[config.mk]
export PLATFORM = sky130hd
export DESIGN_NAME = uart_core_param
export DESIGN_NICKNAME = d
export VERILOG_FILES = /design/src/rtl/uart_core_param.sv
export SDC_FILE = /design/constraint.sdc
export NUM_CORES = 1
export LEC_CHECK = 0
export BUFFER_PORTS_ARGS = -buffer_cell sky130_fd_sc_hd__clkbuf_2
export CAP_MARGIN = 20
export CELL_PAD_IN_SITES_DETAIL_PLACEMENT = 1
export CELL_PAD_IN_SITES_GLOBAL_PLACEMENT = 1
export CORE_MARGIN = 3
export CORE_UTILIZATION = 40
export CTS_BUF_LIST = sky130_fd_sc_hd__clkbuf_16
export CTS_CLUSTER_DIAMETER = 40
export DETAILED_ROUTE_END_ITERATION = 8
export PLACE_DENSITY_LB_ADDON = 0.1
export SYNTH_ARGS = -nofsm -noshare
export SYNTH_HDL_FRONTEND = slang
export SYNTH_SLANG_ARGS = --single-unit
[constraint.sdc]
create_clock -name sysclk -period 4.4 [get_ports sysclk]
set_input_delay 0.22 -clock sysclk [delete_from_list [all_inputs] [get_ports sysclk]]
set_output_delay 0.22 -clock sysclk [all_outputs]
set_load 0.02 [all_outputs]
[src/rtl/uart_core_param.sv]
// uart_core_param -- parametrised full-duplex UART (8N1 by default).
//
// Single clock domain. A free-running divider produces a one-cycle tick
// OVERSAMPLE times per bit; TX and RX both advance on that tick only.
//
// Ports:
//   sysclk         system clock, rising edge
//   reset          asynchronous assert, active-low
//   tx_data        word to send, captured when tx_valid & tx_ready
//   tx_valid       send request
//   tx_ready       transmitter idle
//   uart_tx        serial output, idle high
//   uart_rx        serial input, asynchronous to sysclk
//   rx_data        last good received word
//   rx_valid       one-cycle pulse, rx_data updated
//   rx_frame_err   one-cycle pulse, stop bit sampled low
//   rx_parity_err  one-cycle pulse, parity mismatch (0 without parity)
//
// Compile option: define UART_PARITY_EN to insert a parity bit after the
// data bits in both directions (PARITY_ODD selects odd parity).

module uart_core_param #(
   parameter int CLK_HZ     = 50_000_000,
   parameter int BAUD       = 9600,
   parameter int DATA_BITS  = 8,
   parameter int OVERSAMPLE = 16,
   parameter int PARITY_ODD = 0
) (
   input  logic                 sysclk,
   input  logic                 reset,
   input  logic [DATA_BITS-1:0] tx_data,
   input  logic                 tx_valid,
   output logic                 tx_ready,
   output logic                 uart_tx,
   input  logic                 uart_rx,
   output logic [DATA_BITS-1:0] rx_data,
   output logic                 rx_valid,
   output logic                 rx_frame_err,
   output logic                 rx_parity_err
);

   localparam int DIV = (CLK_HZ + BAUD*OVERSAMPLE/2) / (BAUD*OVERSAMPLE);
   localparam int TW  = $clog2(DIV);
   localparam int OW  = $clog2(OVERSAMPLE);
   localparam int BW  = $clog2(DATA_BITS);
   localparam logic [TW-1:0] T_LAST  = TW'(DIV-1);
   localparam logic [OW-1:0] OS_LAST = OW'(OVERSAMPLE-1);
   localparam logic [OW-1:0] OS_MID  = OW'(OVERSAMPLE/2-1);
   localparam logic [BW-1:0] B_LAST  = BW'(DATA_BITS-1);

   if (DATA_BITS < 5 || DATA_BITS > 9) begin : g_chk_bits
      $error("DATA_BITS must be in 5..9");
   end
   if (OVERSAMPLE < 8 || (OVERSAMPLE % 2) != 0) begin : g_chk_os
      $error("OVERSAMPLE must be even and >= 8");
   end
   if (DIV < 2) begin : g_chk_div
      $error("CLK_HZ too low for BAUD*OVERSAMPLE");
   end
   if (PARITY_ODD != 0 && PARITY_ODD != 1) begin : g_chk_par
      $error("PARITY_ODD must be 0 or 1");
   end

   // ---------------- shared tick ----------------
   logic [TW-1:0] tcnt;
   logic          tick;

   assign tick = (tcnt == T_LAST);

   always_ff @(posedge sysclk or negedge reset) begin
      if (!reset) tcnt <= '0;
      else        tcnt <= tick ? '0 : tcnt + 1'b1;
   end

   // ---------------- transmitter ----------------
   typedef enum logic [2:0] {
      TX_IDLE, TX_START, TX_DATA,
`ifdef UART_PARITY_EN
      TX_PAR,
`endif
      TX_STOP
   } tx_state_t;

   tx_state_t            tx_state;
   logic [OW-1:0]        tx_os;
   logic [BW-1:0]        tx_bit;
   logic [DATA_BITS-1:0] tx_sh;
`ifdef UART_PARITY_EN
   logic                 tx_par;
`endif

   // Each non-idle bit ends on its OVERSAMPLE-th tick; the next bit's line
   // level is registered on that same edge so uart_tx is glitch-free.
   always_ff @(posedge sysclk or negedge reset) begin
      if (!reset) begin
         tx_state <= TX_IDLE;
         tx_os    <= '0;
         tx_bit   <= '0;
         tx_sh    <= '0;
         uart_tx  <= 1'b1;
         tx_ready <= 1'b1;
`ifdef UART_PARITY_EN
         tx_par   <= 1'b0;
`endif
      end else begin
         case (tx_state)
            TX_IDLE: begin
               if (tx_valid) begin
                  tx_sh    <= tx_data;
                  tx_os    <= '0;
                  tx_ready <= 1'b0;
                  uart_tx  <= 1'b0;
                  tx_state <= TX_START;
`ifdef UART_PARITY_EN
                  tx_par   <= (^tx_data) ^ (PARITY_ODD != 0);
`endif
               end
            end
            default: begin
               if (tick) begin
                  if (tx_os != OS_LAST) begin
                     tx_os <= tx_os + 1'b1;
                  end else begin
                     tx_os <= '0;
                     case (tx_state)
                        TX_START: begin
                           tx_bit   <= '0;
                           uart_tx  <= tx_sh[0];
                           tx_state <= TX_DATA;
                        end
                        TX_DATA: begin
                           if (tx_bit != B_LAST) begin
                              tx_bit  <= tx_bit + 1'b1;
                              tx_sh   <= {1'b0, tx_sh[DATA_BITS-1:1]};
                              uart_tx <= tx_sh[1];
                           end else begin
`ifdef UART_PARITY_EN
                              uart_tx  <= tx_par;
                              tx_state <= TX_PAR;
`else
                              uart_tx  <= 1'b1;
                              tx_state <= TX_STOP;
`endif
                           end
                        end
`ifdef UART_PARITY_EN
                        TX_PAR: begin
                           uart_tx  <= 1'b1;
                           tx_state <= TX_STOP;
                        end
`endif
                        TX_STOP: begin
                           tx_ready <= 1'b1;
                           tx_state <= TX_IDLE;
                        end
                        default: tx_state <= TX_IDLE;
                     endcase
                  end
               end
            end
         endcase
      end
   end

   // ---------------- receiver ----------------
   logic rx_meta, rx_s;

   always_ff @(posedge sysclk or negedge reset) begin
      if (!reset) begin
         rx_meta <= 1'b1;
         rx_s    <= 1'b1;
      end else begin
         rx_meta <= uart_rx;
         rx_s    <= rx_meta;
      end
   end

   typedef enum logic [2:0] {
      RX_IDLE, RX_START, RX_DATA,
`ifdef UART_PARITY_EN
      RX_PAR,
`endif
      RX_STOP, RX_BREAK
   } rx_state_t;

   rx_state_t            rx_state;
   logic [OW-1:0]        rx_os;
   logic [BW-1:0]        rx_bit;
   logic [DATA_BITS-1:0] rx_sh;
`ifdef UART_PARITY_EN
   logic                 rx_perr;
`else
   assign rx_parity_err = 1'b0;
`endif

   // START re-samples half a bit in; from then on every sample lands mid-bit.
   always_ff @(posedge sysclk or negedge reset) begin
      if (!reset) begin
         rx_state     <= RX_IDLE;
         rx_os        <= '0;
         rx_bit       <= '0;
         rx_sh        <= '0;
         rx_data      <= '0;
         rx_valid     <= 1'b0;
         rx_frame_err <= 1'b0;
`ifdef UART_PARITY_EN
         rx_perr       <= 1'b0;
         rx_parity_err <= 1'b0;
`endif
      end else begin
         rx_valid     <= 1'b0;
         rx_frame_err <= 1'b0;
`ifdef UART_PARITY_EN
         rx_parity_err <= 1'b0;
`endif
         case (rx_state)
            RX_IDLE: begin
               if (!rx_s) begin
                  rx_os    <= '0;
                  rx_state <= RX_START;
               end
            end
            // Held-low line: wait for a return to idle before looking for a start bit.
            RX_BREAK: if (rx_s) rx_state <= RX_IDLE;
            RX_START: begin
               if (tick) begin
                  if (rx_os != OS_MID) begin
                     rx_os <= rx_os + 1'b1;
                  end else begin
                     rx_os    <= '0;
                     rx_bit   <= '0;
                     rx_state <= rx_s ? RX_IDLE : RX_DATA;
                  end
               end
            end
            default: begin
               if (tick) begin
                  if (rx_os != OS_LAST) begin
                     rx_os <= rx_os + 1'b1;
                  end else begin
                     rx_os <= '0;
                     case (rx_state)
                        RX_DATA: begin
                           rx_sh <= {rx_s, rx_sh[DATA_BITS-1:1]};
                           if (rx_bit != B_LAST) rx_bit <= rx_bit + 1'b1;
`ifdef UART_PARITY_EN
                           else rx_state <= RX_PAR;
`else
                           else rx_state <= RX_STOP;
`endif
                        end
`ifdef UART_PARITY_EN
                        RX_PAR: begin
                           rx_perr  <= rx_s ^ (^rx_sh) ^ (PARITY_ODD != 0);
                           rx_state <= RX_STOP;
                        end
`endif
                        RX_STOP: begin
                           if (rx_s) begin
`ifdef UART_PARITY_EN
                              if (rx_perr) begin
                                 rx_parity_err <= 1'b1;
                              end else begin
                                 rx_data  <= rx_sh;
                                 rx_valid <= 1'b1;
                              end
`else
                              rx_data  <= rx_sh;
                              rx_valid <= 1'b1;
`endif
                              rx_state <= RX_IDLE;
                           end else begin
                              rx_frame_err <= 1'b1;
`ifdef UART_PARITY_EN
                              rx_parity_err <= rx_perr;
`endif
                              rx_state <= RX_BREAK;
                           end
                        end
                        default: rx_state <= RX_IDLE;
                     endcase
                  end
               end
            end
         endcase
      end
   end

endmodule

==> flow_summary.yaml <==
status:
  outcome: "finished clean"
place:
  place_ws_ns: 1.923
  place_inst: 387
  io_buffers: 23
  dp.final_hpwl_mm: 4.445
  gp_congestion: 0.7544
floorplanning:
  die_x_um: 93.90
  start_util_pct: 41.94
  die-area_um2: 8817
  coreArea_um2: 7370
  fp-row-count: 31
  die_h_um: 93.90
  pin_count: 25
critical_path:
  critPathKind: "reg2reg"
  required_ns: 4.60
  arrival_ns: 2.70
  crit_start: "tcnt[3]"
  r2r_cells: 4
  startpoint_type: "flop"
  reg2reg_from: "tcnt[3]"
  end_kind: "flop"
  worst-path-max-fanout: 11
timing:
  clock_skew_ns: 0.003848
  drv_slew: 0
  finalHoldViolations: 0
  setup_viol: 0
  fmax_ghz: 0.4015
  max_slew_margin_pct: 40.50
  grt_setup_unrepaired: "no"
  fin_ws_ns: 1.910
  fin_crit_ns: 2.490
  post-route-period-util_pct: 56.60
  fin_setup_tns_ns: 0
  worst_pin_slew_ns: 0.8892
logic_synthesis:
  synthXorXnorAreaFrac_pct: 2.551
  yosys.area_share.adder_pct: 4.858
  syn_nets: 305
  synth_area_um2: 3090
  synthTopCellsByArea: "dfrtp_1, mux2_4, ha_1, dfstp_2, nor2_1"
  ys_seq_area_share_pct: 47.13
  yosysTopAreaCell: "dfrtp_1"
  avgSynthCellArea_um2: 11.00
  async_flop_share_pct: 100.0
  syn_inst: 281
  synth_edf_count: 0
  synth-simple-area-share_pct: 18.22
  synth_cell_types: 54
  ys.flop_type: "dfrtp_1"
  synth_mux_area_share_pct: 9.474
  synth_top_cell_area_share_pct: 43.72
  synth_seq_cells: 58
  synth_compound_area_share_pct: 13.60
  synth_top_family_by_area: "simple AND/OR/NAND/NOR gates"
  yosys_warnings: 0
grt:
  grt_use_met3_pct: 3.846
  grt_use_total_pct: 16.79
  busiest_layer: "met2"
  grt_pass1_wl_mm: 11.41
  antenna_found_initial: 0
  grt_max_degree: 59
  grt_use_met1_pct: 23.06
  grt_overflow_total: 0
  grtUsageMet2_pct: 25.49
  grt_pass1_vias: 2262
detailed_routing:
  routed_via_density: 5.416
  drtAntennaViolNets: 0
  drt_first_pass_iters: 4
  num_vias: 2188
  wl_per_cell_um: 16.62
  drtIter0Drc: 68
  drcViolationCount: 0
  finalWirelength_mm: 6.713
pwr:
  power_density_nw_per_um2: 448.7
  ir_worst_vdd_v: 0.0001545
  leakage_nw: 1.662
cts:
  clock_sinks: 58
  cts_buffers: 9
  postCtsSetupRepairBufs: 0
  cts_resized: 0
  cts_tree: "built"
  path_clk_slew_ns: 0.05
  clockBufferDepth: 2
  clock_latency_ns: 0.32
  root_buffer: "clkbuf_16"
  htreeDepth: 3
hold_path:
  hold_class: "in2async"
cells_and_area:
  antenna_cells: 0
  syn_to_final_growth_pct: 15.43
  drive_gt1_share_pct: 24.26
  final_nets: 324
  fin_cells: 404
run:
  cap_violations: 0
-- worst max-delay path: stages (launching register included) --
cell     delay (ns)
dfrtp_1        0.45
nor4b_4        0.77
nand2_4        0.14
or4_4          0.66
mux2_4         0.33
-- worst paths after layout --
path	to	slack, ns
min in group sysclk	tx_sh[7]	0.15
min	rx_data[5]	0.04
max in group asynchronous	tx_sh[7]	3.88
min reg2reg	rx_s	0.35
max reg2reg	rx_data[1]	1.91
max	rx_data[1]	1.91
-- report_power, final --
part	internal [mW]	total, mW	switching, mW
Clock	0.494	0.746	0.252
Sequential	0.604	0.659	0.0551
Combinational	0.0805	0.196	0.115
Total	1.18	1.60	0.422
-- synth_stat cells, drive strengths merged (2+ instances only) --
library cell   n
nand4b         2
buf            8
a21oi          3
nor4           3
a211oi        12
xor2           2
xnor2          7
ha            12
nor3b          3
nand3         12
or2            4
o21ai         20
o31ai          3
mux2          18
a31oi          3
nand2         15
inv            7
and4b          2
nand4          3
o21a           2
nor3           6
and4           2
a22o           4
nor2          27
nor2b          3
nand2b         5
or4            2
and3           4
mux2i          3
clkbuf         9
dfrtp         54
dfstp          4
and3b          2
-- cell families (layout without fill, tap and decap cells) --
logic type	Yosys count	in the layout
AOI/OAI and AO/OA	59	59
other	1	1
muxes	21	21
DFF	58	58
buffers and inverters	24	48
and+or+nand+nor	97	97
adders and majority gates	12	12
xor gates and xnor gates	9	9
-- routing by layer --
layer | routed length, µm | share of wire [%] | vias up
li1 | - | - | 1060
met1 | 3284 | 49 | 1089
met2 | 3139 | 47 | 34
met3 | 224 | 3.3 | 5
met4 | 65 | 0.97 | 0
met5 | 0 | 0 | -
-- what timing repair did --
item                                   CTS  global route
endpoints found under the hold margin    1             0
setup endpoints to repair                0             0
hold buffers                             1             0
-- layout by cell type, fill, tap and decap left out, drive strengths merged, types with 3 or more instances in the layout --
| cell | n |
|---|---|
| xnor2 | 7 |
| nand2b | 5 |
| o21ai | 20 |
| nand2 | 15 |
| clkinv | 4 |
| nor4 | 3 |
| nor3 | 6 |
| mux2 | 18 |
| inv | 7 |
| nand3 | 12 |
| mux2i | 3 |
| or2 | 4 |
| clkbuf | 32 |
| nor3b | 3 |
| o31ai | 3 |
| a31oi | 3 |
| and3 | 4 |
| nor2b | 3 |
| a211oi | 12 |
| nor2 | 27 |
| ha | 12 |
| dfstp | 4 |
| dfrtp | 54 |
| a22o | 4 |
| a21oi | 3 |
| nand4 | 3 |
-- state kept, by name, summed over array words and instances (netlist names), 2 cells and up --
register,count
tcnt,9
rx_data,8
rx_sh,8
tx_sh,8
rx_os,4
tx_os,4
rx_bit,3
rx_state,3
tx_bit,3
tx_state,2
-- layout make-up --
cell class,count,area [µm²]
Clock buffer,9,225.2
Clock inverter,7,93.84
Fill cell,800,3802
Inverter,7,26.28
Multi-Input combinational cell,199,1509
Sequential cell,58,1456
Tap cell,99,123.9
Timing Repair Buffer,25,132.6
-- through the flow --
stage	hold slack (ns)	total power, mW	util, %	instance area [µm²]
floorplan	-0.07559	0.7933	-	3090
global placement	0.3077	0.8555	43.94	3238
detailed placement	0.3105	0.8604	43.94	3238
CTS	0.07326	1.623	48.40	3567
global route	0.1035	1.685	48.40	3567
finish	0.04140	1.601	48.40	3567
Note: power is estimated with default switching activity, not from simulation.
